`src/rtl/parking_fee_collector.sv`:
```
// ---------------------------------------------------------------------------
// parking_fee_collector
//
// Turns a parked duration (timer ticks, reported at checkout) into a charge,
// collects coins, pays out change or a refund and pulses the exit gate.
// Only one transaction is in flight; a new duration is taken in IDLE only.
//
// Charge: the first FREE_TICKS ticks are free.  The remainder is billed in
// blocks of TICKS_PER_BLOCK ticks (a partial block counts as a whole block)
// at RATE units per block, saturating at CHARGE_MAX.
//
// Optional feature, macro PAY_TIMEOUT_EN:
//   defined   - PAY_TIMEOUT cycles in PAY without a coin behave exactly like
//               cancel (full refund, gate stays shut).  Each coin restarts
//               the count.
//   undefined - PAY waits for coins indefinitely; no timeout counter exists.
//
// Ports
//   clk, reset     rising-edge clock, synchronous active-high reset
//   fee_valid, fee new checkout duration (11-bit ticks), accepted in IDLE only
//   coin_valid     one strobe per coin, value from coin_sel
//   coin_sel       00=1, 01=5, 10=10, 11=20 units
//   cancel         user abort, refunds everything paid so far
//   amount_due     charge of the current/last transaction
//   amount_paid    running coin total of the current/last transaction
//   change_valid   one-cycle strobe qualifying change_out
//   change_out     change (paid-due) or refund (paid)
//   gate_open      exit gate drive, OPEN_CYCLES cycles long
//   busy           high whenever the FSM is not in IDLE
//   state_dbg      current FSM state encoding (IDLE=0 CALC=1 PAY=2
//                  CHANGE=3 OPEN=4)
//
// Handshake: every *_valid input is a single-cycle strobe sampled on the
// rising edge; there is no ready/back-pressure.  A strobe that arrives in a
// state that does not consume it is simply dropped.  change_valid is a
// single-cycle output strobe with the same meaning.
// ---------------------------------------------------------------------------
module parking_fee_collector #(
    parameter int FREE_TICKS      = 15,
    parameter int TICKS_PER_BLOCK = 60,
    parameter int RATE            = 20,
    parameter int CHARGE_W        = 12,
    parameter int CHARGE_MAX      = 500,
    parameter int OPEN_CYCLES     = 4,
    parameter int PAY_TIMEOUT     = 1000
) (
    input  logic                clk,
    input  logic                reset,
    input  logic                fee_valid,
    input  logic [10:0]         fee,
    input  logic                coin_valid,
    input  logic [1:0]          coin_sel,
    input  logic                cancel,
    output logic [CHARGE_W-1:0] amount_due,
    output logic [CHARGE_W-1:0] amount_paid,
    output logic                change_valid,
    output logic [CHARGE_W-1:0] change_out,
    output logic                gate_open,
    output logic                busy,
    output logic [2:0]          state_dbg
);

    typedef enum logic [2:0] {
        S_IDLE   = 3'd0,
        S_CALC   = 3'd1,
        S_PAY    = 3'd2,
        S_CHANGE = 3'd3,
        S_OPEN   = 3'd4
    } state_t;

    localparam int OPEN_W = (OPEN_CYCLES > 1) ? $clog2(OPEN_CYCLES) : 1;

    localparam logic [10:0]         FREE_T   = 11'(FREE_TICKS);
    localparam logic [10:0]         TPB      = 11'(TICKS_PER_BLOCK);
    localparam logic [CHARGE_W:0]   RATE_X   = (CHARGE_W+1)'(RATE);
    localparam logic [CHARGE_W:0]   CMAX_X   = (CHARGE_W+1)'(CHARGE_MAX);
    localparam logic [CHARGE_W-1:0] CMAX     = CHARGE_W'(CHARGE_MAX);
    localparam logic [OPEN_W-1:0]   OPEN_END = OPEN_W'(OPEN_CYCLES - 1);

    // Coin value, one bit wider than the totals so the carry shows overflow.
    function automatic logic [CHARGE_W:0] coin_value(input logic [1:0] sel);
        logic [CHARGE_W:0] v;
        case (sel)
            2'b00:   v = (CHARGE_W+1)'(1);
            2'b01:   v = (CHARGE_W+1)'(5);
            2'b10:   v = (CHARGE_W+1)'(10);
            default: v = (CHARGE_W+1)'(20);
        endcase
        return v;
    endfunction

    state_t              state_q, state_d;
    logic [10:0]         rem_q, rem_d;
    logic [CHARGE_W-1:0] due_q, due_d;
    logic [CHARGE_W-1:0] paid_q, paid_d;
    logic                refund_q, refund_d;
    logic                change_valid_q, change_valid_d;
    logic [CHARGE_W-1:0] change_out_q, change_out_d;
    logic                gate_q, gate_d;
    logic [OPEN_W-1:0]   open_cnt_q, open_cnt_d;

    logic [CHARGE_W:0]   due_sum;
    logic [CHARGE_W-1:0] due_sat;
    logic [CHARGE_W:0]   paid_sum;
    logic [CHARGE_W-1:0] paid_sat;
    logic                tmo_hit;
    logic                abort;

`ifdef PAY_TIMEOUT_EN
    localparam int TMO_W = $clog2(PAY_TIMEOUT + 1);
    localparam logic [TMO_W-1:0] TMO_END = TMO_W'(PAY_TIMEOUT - 1);

    logic [TMO_W-1:0] tmo_q, tmo_d;

    // tmo_q counts coin-less PAY cycles already seen; the PAY_TIMEOUT-th
    // idle cycle is the one that aborts.
    assign tmo_hit = (state_q == S_PAY) && !coin_valid && (tmo_q == TMO_END);
`else
    assign tmo_hit = 1'b0;
`endif

    assign abort = cancel || tmo_hit;

    // Saturating block charge and saturating coin total.
    assign due_sum  = {1'b0, due_q} + RATE_X;
    assign due_sat  = (due_sum > CMAX_X) ? CMAX : due_sum[CHARGE_W-1:0];
    assign paid_sum = {1'b0, paid_q} + coin_value(coin_sel);
    assign paid_sat = paid_sum[CHARGE_W] ? {CHARGE_W{1'b1}} : paid_sum[CHARGE_W-1:0];

    always_comb begin
        state_d        = state_q;
        rem_d          = rem_q;
        due_d          = due_q;
        paid_d         = paid_q;
        refund_d       = refund_q;
        change_valid_d = 1'b0;
        change_out_d   = change_out_q;
        gate_d         = gate_q;
        open_cnt_d     = open_cnt_q;
`ifdef PAY_TIMEOUT_EN
        tmo_d          = tmo_q;
`endif

        case (state_q)
            S_IDLE: begin
                if (fee_valid) begin
                    rem_d    = (fee > FREE_T) ? (fee - FREE_T) : 11'd0;
                    due_d    = '0;
                    paid_d   = '0;
                    refund_d = 1'b0;
                    state_d  = S_CALC;
                end
            end

            // One billed block per cycle until the remaining time is used up.
            S_CALC: begin
                if (rem_q == 11'd0) begin
                    if (due_q == '0) begin
                        state_d    = S_OPEN;
                        gate_d     = 1'b1;
                        open_cnt_d = '0;
                    end else begin
                        state_d = S_PAY;
`ifdef PAY_TIMEOUT_EN
                        tmo_d   = '0;
`endif
                    end
                end else begin
                    due_d = due_sat;
                    rem_d = (rem_q > TPB) ? (rem_q - TPB) : 11'd0;
                end
            end

            // A coin arriving together with cancel is part of the refund, so
            // change_out is taken from paid_d, not paid_q.
            S_PAY: begin
                if (coin_valid) begin
                    paid_d = paid_sat;
                end
`ifdef PAY_TIMEOUT_EN
                if (coin_valid) begin
                    tmo_d = '0;
                end else if (tmo_q != TMO_END) begin
                    tmo_d = tmo_q + 1'b1;
                end
`endif
                if (abort) begin
                    state_d        = S_CHANGE;
                    refund_d       = 1'b1;
                    change_valid_d = 1'b1;
                    change_out_d   = paid_d;
                end else if (paid_q >= due_q) begin
                    state_d        = S_CHANGE;
                    refund_d       = 1'b0;
                    change_valid_d = 1'b1;
                    change_out_d   = paid_d - due_q;
                end
            end

            // Change strobe is visible during this state; coins/cancel ignored.
            S_CHANGE: begin
                if (refund_q) begin
                    state_d = S_IDLE;
                end else begin
                    state_d    = S_OPEN;
                    gate_d     = 1'b1;
                    open_cnt_d = '0;
                end
            end

            S_OPEN: begin
                if (open_cnt_q == OPEN_END) begin
                    state_d = S_IDLE;
                    gate_d  = 1'b0;
                end else begin
                    open_cnt_d = open_cnt_q + 1'b1;
                end
            end

            default: begin
                state_d = S_IDLE;
                gate_d  = 1'b0;
            end
        endcase
    end

    always_ff @(posedge clk) begin
        if (reset) begin
            state_q        <= S_IDLE;
            rem_q          <= '0;
            due_q          <= '0;
            paid_q         <= '0;
            refund_q       <= 1'b0;
            change_valid_q <= 1'b0;
            change_out_q   <= '0;
            gate_q         <= 1'b0;
            open_cnt_q     <= '0;
`ifdef PAY_TIMEOUT_EN
            tmo_q          <= '0;
`endif
        end else begin
            state_q        <= state_d;
            rem_q          <= rem_d;
            due_q          <= due_d;
            paid_q         <= paid_d;
            refund_q       <= refund_d;
            change_valid_q <= change_valid_d;
            change_out_q   <= change_out_d;
            gate_q         <= gate_d;
            open_cnt_q     <= open_cnt_d;
`ifdef PAY_TIMEOUT_EN
            tmo_q          <= tmo_d;
`endif
        end
    end

    assign amount_due   = due_q;
    assign amount_paid  = paid_q;
    assign change_valid = change_valid_q;
    assign change_out   = change_out_q;
    assign gate_open    = gate_q;
    assign busy         = (state_q != S_IDLE);
    assign state_dbg    = state_q;

endmodule

```
`config.mk`:
```
export PLATFORM = sky130hd
export DESIGN_NAME = parking_fee_collector
export DESIGN_NICKNAME = d
export VERILOG_FILES = /design/src/rtl/parking_fee_collector.sv
export SDC_FILE = /design/constraint.sdc
export NUM_CORES = 1
export LEC_CHECK = 0
export ABC_AREA = 1
export BUFFER_PORTS_ARGS = -buffer_cell sky130_fd_sc_hd__buf_4
export CELL_PAD_IN_SITES_DETAIL_PLACEMENT = 0
export CELL_PAD_IN_SITES_GLOBAL_PLACEMENT = 1
export CORE_MARGIN = 3
export CORE_UTILIZATION = 41
export DETAILED_ROUTE_END_ITERATION = 7
export PLACE_DENSITY_LB_ADDON = 0.12
export RECOVER_POWER = 100
export SETUP_SLACK_MARGIN = 0.1
export SYNTH_ARGS = -nofsm -noshare
export SYNTH_HDL_FRONTEND = slang
export SYNTH_SLANG_ARGS = --single-unit
```
`constraint.sdc`:
```
create_clock -name clk -period 4 [get_ports clk]
set_input_delay 0 -clock clk [delete_from_list [all_inputs] [get_ports clk]]
set_output_delay 0 -clock clk [all_outputs]
set_load 0.005 [all_outputs]
```
After elaboration in Yosys (flattened, before gate mapping)
Cells that the tools add are included.
{ "word_totals": {"output_inout_bits": 42, "word_cells": 94, "ff_bits": 55} }
{ "op_classes": {"bitwise_logic": 2, "eq_ne": 15, "n_lt_le_gt_ge": 4, "n_addsub": 6, "mux": 40, "reduce_logical": 18} }
{ "ops": {"columns": ["operator", "n"], "rows": [
  ["2-to-1 mux 12 bit", 8],
  ["case mux 12 bit (2 select lines)", 2],
  ["2-to-1 mux 11 bit", 4],
  ["case mux 11 bit (2 select lines)", 1],
  ["2-to-1 mux 3 bit", 7],
  ["case mux 3 bit (5 select lines)", 1],
  ["case mux 5 bit (3 select lines)", 1],
  ["inequality test 2 bit (second input constant)", 7],
  ["adder 12 x 13 -> 13 bit", 1],
  ["adder 12 x 5 -> 13 bit (second input constant)", 1],
  ["greater-than comparator 13 x 9 -> 1 bit (second input constant)", 1],
  [">= comparator 12 bit", 1],
  ["zero test 12 bit", 1],
  ["subtractor 12 bit", 1],
  ["greater-than comparator 11 x 4 -> 1 bit (second input constant)", 1],
  ["greater-than comparator 11 x 6 -> 1 bit (second input constant)", 1],
  ["zero test 11 bit", 1],
  ["subtractor 11 x 4 -> 11 bit (second input constant)", 1],
  ["subtractor 11 x 6 -> 11 bit (second input constant)", 1],
  ["AND reduction 5 bit", 2],
  ["2-to-1 mux 1 bit", 9],
  ["2-to-1 mux 2 bit", 4],
  ["equality test 3 x 2 -> 1 bit (second input constant)", 2],
  ["case mux 2 bit (3 select lines)", 1],
  ["other kinds (17)", 25]
]} }

Depth between registers and ports, before layout
Gate-level depths: netlist of the first run.
{ "logic_depth": {"ltp_word": 9, "ltp_mapped": 31, "ltp_nobuf": 31} }

Least setup slack after synthesis of the first run
OpenSTA, ideal clock, no wires.
{ "synth_path": {"path_kind": "reg-to-reg", "from": "register paid_q[1] (netlist: amount_paid[1])", "to": "register change_out_q[11] (netlist: change_out[11])", "required_time_ps": 3930, "setup_ps": 70, "n_path_buf": 0, "stages_incl_launch_ff": 30, "synth_period_minus_slack_ps": 2932, "path_slack_ps": 1068, "arrival_time_ps": 2863, "path_cell_list": "dfxtp_1 > nand3_2 > nand2_1 > inv_1 > ha_1 > inv_1 > nand2_2 > nand2_1 > nand2_2 > nand3_1 > nand2_1 > nor2_1 > inv_1 > o22ai_1 > inv_1 > ha_1 > inv_1 > o21bai_1 > nand2_1 > nand2_1 > nand2_1 > nand2_1 > nand2_1 > nand2_1 > nand2_1 > nand2_1 > inv_1 > nand3_1 > nand3_1 > a21oi_1"} }
{ "synth_via": {"elab_chain_len": 7} }
{ "synth_lines": {"columns": ["item", "line", "text"], "rows": [
  ["from (decl)", "95", "logic [CHARGE_W-1:0] paid_q, paid_d;"],
  ["from (signal assigned)", "245", "paid_q <= paid_d;"],
  ["adder 12 x 13 -> 13 bit", "127", "assign paid_sum = {1'b0, paid_q} + coin_value(coin_sel);"],
  ["2-to-1 mux 12 bit", "128", "assign paid_sat = paid_sum[CHARGE_W] ? {CHARGE_W{1'b1}} : paid_sum[CHARGE_W-1:0];"],
  ["2-to-1 mux 12 bit", "177", "if (coin_valid) begin"],
  ["2-to-1 mux 12 bit", "144", "case (state_q)"],
  ["subtractor 12 bit", "196", "change_out_d = paid_d - due_q;"],
  ["2-to-1 mux 12 bit", "192", "end else if (paid_q >= due_q) begin"],
  ["2-to-1 mux 12 bit", "187", "if (abort) begin"],
  ["to (signal assigned)", "248", "change_out_q <= change_out_d;"],
  ["to (decl)", "98", "logic [CHARGE_W-1:0] change_out_q, change_out_d;"]
]} }
Parallel ways exist; a longest one is shown, timed or not. The select of a mux whose other input is x is not followed.
A chain may end at the register's enable or synchronous reset.

Final worst setup path of the first run
Same ends and word-level chain as after synthesis.

==> impl_metrics.py, run 1 <==
metrics = {
    "pwr": {
        "pwr-share-comb": 0.349,
        "switching_power_uw": 589,
        "powerDensity_nw_per_um2": 350,
        "peakVddDrop_mv": 0.151,
        "p_int_uw": 991,
        "power_uw": 1580,
        "p_leak_uw": 0.00218,
        "power_frac_seq": 0.399,
        "switching_share": 0.373,
        "clockPowerShare": 0.252,
    },
    "timing": {
        "hold_violations": 0,
        "tns_ns": 0,
        "finalMaxSlewViolations": 0,
        "rsz0062_at_grt": "false",
        "fin_crit_ns": 3.42,
        "fin_skew_ns": 0.0109,
        "finalSetupViolCount": 0,
        "fmax_mhz": 292,
        "worst_slew_pin_slew_ns": 1.11,
        "slew_headroom": 0.254,
        "period_share": 0.855,
    },
    "worst_setup_path": {
        "critPathRequiredTime_ns": 4.24,
        "path_class": "register to register",
        "r2r_cells": 29,
        "slowest_delay_ns": 0.42,
        "cp-end-kind": "register",
        "path_max_fanout": 5,
        "cp_common_cell": "nand2_1",
        "startpoint": "amount_paid[1]",
        "worst_setup_path_start_kind": "register",
        "r2r_end": "change_out[11]",
        "r2r-start": "amount_paid[1]",
        "critPathSlowestCell": "dfxtp_1",
        "r2r_slack_ns": 0.58,
        "endpoint": "change_out[11]",
        "critPathArrivalTime_ns": 3.66,
    },
    "yosys": {
        "synth-edff-count": 0,
        "synth_compound_area_frac": 0.159,
        "ys_ff_latch": 53,
        "synth_xor_area_frac": 0.0490,
        "ys_async_sr_fraction": 0,
        "synth_top_family_by_area": "simple AND/OR/NAND/NOR gates",
        "yosys_most_used_dff": "dfxtp_1",
        "synth_fa_ha_area_frac": 0.0955,
        "syn-instance-count": 591,
        "yosysUniqueCellTypes": 43,
        "synth_mux_area_frac": 0,
        "seq_area_frac_synth": 0.270,
        "yosys.area_share.simple": 0.317,
        "synth.avg_cell_area_um2": 6.65,
        "syn_area_um2": 3930,
        "yosysWarningCount": 0,
    },
    "finish": {
        "fin_nets": 690,
        "drive_gt1_frac": 0.135,
        "fin_cells": 772,
        "nFillCells": 1000,
        "n_antenna_cell": 0,
        "area_growth_syn_to_layout_pct": 15.0,
        "fin_area_um2": 4520,
    },
    "cts": {
        "max-clock-path-buffers": 2,
        "clock_sinks": 53,
        "cts_max_level": 2,
        "cts_buffers": 5,
        "cts_tree": "done",
        "clockRootBuffer": "clkbuf_8",
        "insertion_delay_ns": 0.31,
        "cts_setup_buffers": 0,
        "cts-resized-gates": 0,
        "cts.clk_slew.worst_paths_ns": 0.11,
    },
    "die": {
        "placementRows": 35,
        "ios": 60,
        "dieWidth_um": 104,
        "die_y_um": 104,
        "core_um2": 9280,
        "dieArea_um2": 10800,
        "start_util": 0.423,
    },
    "global_route": {
        "grt_max_degree": 30,
        "grt_pass1_wl_um": 18200,
        "antenna_found_initial": 0,
        "overflow": 0,
        "grt_pass1_vias": 3740,
        "grt_usage": 0.199,
    },
    "route": {
        "routed_wl_um": 10500,
        "wire_per_inst_um": 13.6,
        "via_per_inst": 5.06,
        "ant_nets": 0,
        "first_pass_iters": 4,
        "num_vias": 3908,
        "drtIter0Drc": 144,
        "drc": 0,
    },
    "place": {
        "placed_cells": 763,
        "port_buffers": 57,
        "placed_cell_area_um2": 4440,
        "dp_hpwl_um": 8330,
        "routabilityCongestion": 0.873,
    },
    "status": {
        "status": "finished clean",
    },
    "flow_run": {
        "cap_violations": 0,
    },
    "worst_hold_path": {
        "hold_class": "input pin to register",
    },
}
-- cell usage in the layout, fill, tap and decap left out, drive strengths merged, types with 2 or more instances in the layout --
| cell | Yosys | routed |
|---|---|---|
| clkbuf | 8 | 47 |
| o22ai | 3 | 3 |
| inv | 92 | 92 |
| or2 | 6 | 6 |
| o21ai | 33 | 33 |
| buf | 7 | 17 |
| nor2 | 49 | 49 |
| xor2 | 13 | 13 |
| a211oi | 6 | 6 |
| ha | 30 | 30 |
| xnor2 | 9 | 9 |
| a31oi | 3 | 3 |
| nand4 | 9 | 9 |
| nand3 | 47 | 47 |
| o211ai | 7 | 7 |
| conb | 1 | 2 |
| dfxtp | 53 | 53 |
| a21oi | 40 | 40 |
| o31ai | 2 | 2 |
| nand2 | 149 | 149 |
| o221ai | 2 | 2 |
| a21o | 2 | 2 |
| nor3 | 11 | 11 |
| o21bai | 2 | 2 |
| o21a | 3 | 3 |
-- worst max-delay path, delay by kind of cell, from the launching register on --
| kind | cells | cell delay (ns) |
|---|---|---|
| AND/OR/NAND/NOR | 18 | 1.56 |
| flip-flops | 1 | 0.42 |
| adder cells (fa/ha/maj) | 2 | 0.49 |
| AO/OA/AOI/OAI | 3 | 0.50 |
| buffers and inverters | 6 | 0.38 |
-- routing by layer --
metal  track usage  routed length (um)  part of all wire
met3        0.0255                 243             0.023
met4        0.0408                 112             0.011
met2         0.337                4960              0.47
met1         0.272                5210              0.50
met5             0                   0                 0
-- metrics by stage --
stage | util | setup slack [ns] | hold slack [ns]
after detailed placement | 0.478 | 0.626 | 0.292
final | 0.487 | 0.580 | 0.00848
after global routing | 0.487 | 0.122 | 0.0234
after floorplan | - | 1.07 | 0.166
after CTS | 0.492 | 0.606 | 0.00645
after global placement | 0.478 | 0.805 | 0.282
-- sequential cells by signal, summed over array words and instances, names as in the netlist --
signal and count:
rem_q 11, open_cnt_q 2, change_out 12, change_valid 1, state_dbg 3, amount_due 10
amount_paid 12, refund_q 1, gate_open 1
-- area by class of cell --
type / instances / area [um2] / share of cell area
inverter: 92 / 345 / 0.0764
clock inverter: 1 / 30.0 / 0.00664
sequential: 53 / 1060 / 0.235
tap: 129 / 161 / 0.0357
multi-input combinational: 432 / 2400 / 0.532
timing repair buffer: 58 / 430 / 0.0952
clock buffer: 7 / 86.3 / 0.0191
-- worst min-delay path by stage --
stage	start	end	cells after the start
5_1_grt	cancel	change_out[10]	3
3_3_place_gp	fee[0]	rem_q[0]	4
4_1_cts	cancel	change_out[10]	3
6_report	cancel	change_out[10]	3
2_1_floorplan	fee[0]	rem_q[0]	3
3_5_place_dp	fee[0]	rem_q[0]	4
-- synth_stat cells, types with 4 or more instances --
library cell	instances	area, um2
a211oi_1	5	37.5
or2_1	4	25.0
nand3_2	6	60.1
xor2_1	13	114
ha_1	30	375
clkbuf_1	8	30.0
nand2_2	8	50.1
nor3_1	8	40.0
xnor2_1	9	78.8
inv_1	85	319
nor2_2	4	25.0
o211ai_1	7	52.6
nand2_1	141	529
o21ai_1	4	20.0
nand3_1	41	205
nor2_1	42	158
inv_2	7	26.3
o21ai_0	27	135
a21oi_1	38	190
dfxtp_1	53	1060
nand4_1	8	50.1
-- power groups by stage --
stage	sequential [uW]	combinational, uW	clock [uW]
after floorplan	633	430	0
after global placement	641	568	0
after detailed placement	643	575	0
after CTS	631	578	411
after global routing	641	636	426
final	630	552	398
-- timing repair --
action                     in CTS  in global routing
hold endpoints to repair        1                  0
setup endpoints to repair       0                  0
hold buffers                    1                  0
-- cell families after synthesis --
logic type / count (synthesis)
simple gates: 273
buf+inv: 107
compound gates: 105
flops: 53
fa+ha+maj: 30
xor+xnor: 22
other cells: 1
No activity file was read; power rests on OpenSTA's default activity.
==> run 2: changes to the inputs <==
Clock period 4 ns to 3.8 ns, I/O delays scaled along.
==> run 2 against run 1 <==
  * Die area did not move
  * Total power is 5.5% higher
  * Global-route usage about the same
  * Clock-buffer cell count stayed put
  * First-iteration DRC count increased by 28%
  * Clock power rose by 5.3%
  * Register-to-register slack worse by 0.06 ns
  * Design area rose by 0.30%
  * Maximum frequency up 4.4%
  * Largest cell class unchanged
  * Largest power group unchanged
  * Highest routed layer unchanged
==> impl_metrics.py, run 2 (synthesis gave the netlist of run 1 again) <==
metrics = {
    "finish": {
        "fin_area_um2": 4530,
        "final_common_cell": "nand2_1",
        "fin_cells": 772,
        "fin_nets": 690,
        "drive_gt1_frac": 0.143,
        "area_growth_syn_to_layout_pct": 15.4,
        "n_antenna_cell": 0,
        "layout_common_cells": "nand2_1, inv_1, dfxtp_1",
    },
    "status": {
        "status": "finished clean",
    },
    "cts": {
        "clock_sinks": 53,
        "cts_tree": "done",
        "cts.clk_slew.worst_paths_ns": 0.11,
        "cts_max_level": 2,
        "max-clock-path-buffers": 2,
        "clockRootBuffer": "clkbuf_8",
        "cts_buffers": 5,
        "insertion_delay_ns": 0.31,
    },
    "worst_setup_path": {
        "cp-end-kind": "register",
        "slowest_delay_ns": 0.38,
        "worst_setup_path_start_kind": "register",
        "startpoint": "amount_paid[1]",
        "critPathRequiredTime_ns": 4.05,
        "path_max_fanout": 5,
        "critPathSlowestCell": "dfxtp_2",
        "cp_common_cell": "nand2_1",
        "path_class": "register to register",
        "critPathArrivalTime_ns": 3.53,
        "r2r-start": "amount_paid[1]",
    },
    "route": {
        "drc": 0,
        "drtIter0Drc": 184,
        "wire_per_inst_um": 13.7,
        "via_per_inst": 5.06,
        "first_pass_iters": 5,
        "routed_wl_um": 10600,
        "num_vias": 3907,
        "ant_nets": 0,
    },
    "pwr": {
        "peakVddDrop_mv": 0.174,
        "power_frac_seq": 0.398,
        "p_leak_uw": 0.00219,
        "power_uw": 1670,
        "pwr-share-comb": 0.351,
        "powerDensity_nw_per_um2": 368,
        "switching_power_uw": 622,
        "p_int_uw": 1050,
        "clockPowerShare": 0.251,
        "switching_share": 0.373,
    },
    "timing": {
        "rsz0062_at_grt": "false",
        "worst_slew_pin_slew_ns": 1.12,
        "tns_ns": 0,
        "slew_headroom": 0.252,
        "hold_violations": 0,
        "fin_crit_ns": 3.28,
        "period_share": 0.862,
        "finalMaxSlewViolations": 0,
        "fmax_mhz": 305,
        "hold_ws_ns": 0.0137,
        "fin_skew_ns": 0.0114,
        "finalSetupViolCount": 0,
    },
    "place": {
        "placed_cells": 763,
        "dp_hpwl_um": 8320,
        "port_buffers": 57,
        "placed_cell_area_um2": 4440,
        "routabilityCongestion": 0.873,
    },
    "worst_hold_path": {
        "hold_class": "input pin to register",
        "hp-start": "cancel",
    },
    "die": {
        "die_y_um": 104,
        "core_um2": 9280,
        "placementRows": 35,
        "dieArea_um2": 10800,
        "start_util": 0.423,
        "dieWidth_um": 104,
        "ios": 60,
    },
    "flow_run": {
        "cap_violations": 0,
    },
    "global_route": {
        "antenna_found_initial": 0,
        "grt_pass1_wl_um": 18200,
        "grt_usage": 0.199,
        "grt_max_degree": 30,
        "overflow": 0,
        "grt_pass1_vias": 3744,
    },
}
run 2: changes by cell type in the layout (fill, tap and decap cells not counted), sizes merged:
cell | before | now
buf | 17 | 18
clkbuf | 47 | 46
run 2: cell type report:
class                      count  area [um2]
clock buffer                   7        86.3
clock inverter                 1        30.0
fill                         997        4750
inverter                      92         345
multi-input combinational    432        2410
sequential                    53        1060
tap                          129         161
timing repair buffer          58         438
run 2: power by group through the flow:
stage	clock network (uW)	logic (uW)	registers, uW
finish	419	585	663
global route	446	672	673
CTS	430	608	664
floorplan	0	453	666
global placement	0	598	675
detailed placement	0	605	676
run 2: path summary, 6_finish.rpt:
path | to | slack, ns | cells after the start
min | change_out[10] | 0.01 | 3
min reg2reg | refund_q | 0.47 | 2
max | change_out[11] | 0.52 | 29
max reg2reg | change_out[11] | 0.52 | 29
run 2: repair_timing:
action | in CTS | in global routing
endpoints found under the hold margin | 1 | 0
setup buffers | 0 | 0
endpoints found under the setup margin | 0 | 3
gates resized for setup | 0 | 3
hold buffers | 1 | 0
run 2: per-stage QoR:
stage / util / setup slack (ns)
6_report: 0.488 / 0.523
5_1_grt: 0.488 / 0.0808
4_1_cts: 0.492 / 0.413
3_5_place_dp: 0.478 / 0.435
3_3_place_gp: 0.478 / 0.605
2_1_floorplan: - / 0.868
run 2: routing by layer:
layer / wire [um] / track usage / vias up
met1: 5220 / 0.275 / 1793
met3: 307 / 0.0255 / 7
met4: 87 / 0.0370 / 0
met2: 4950 / 0.334 / 75
met5: 0 / 0 / -
li1: - / - / 2032
run 2: worst max-delay path, delay by kind of cell (launching register included):
| kind | cells | cell delay (ns) |
|---|---|---|
| adders and majority gates | 2 | 0.50 |
| DFF | 1 | 0.38 |
| AOI/OAI and AO/OA | 3 | 0.44 |
| buffers and inverters | 6 | 0.39 |
| and+or+nand+nor | 18 | 1.49 |
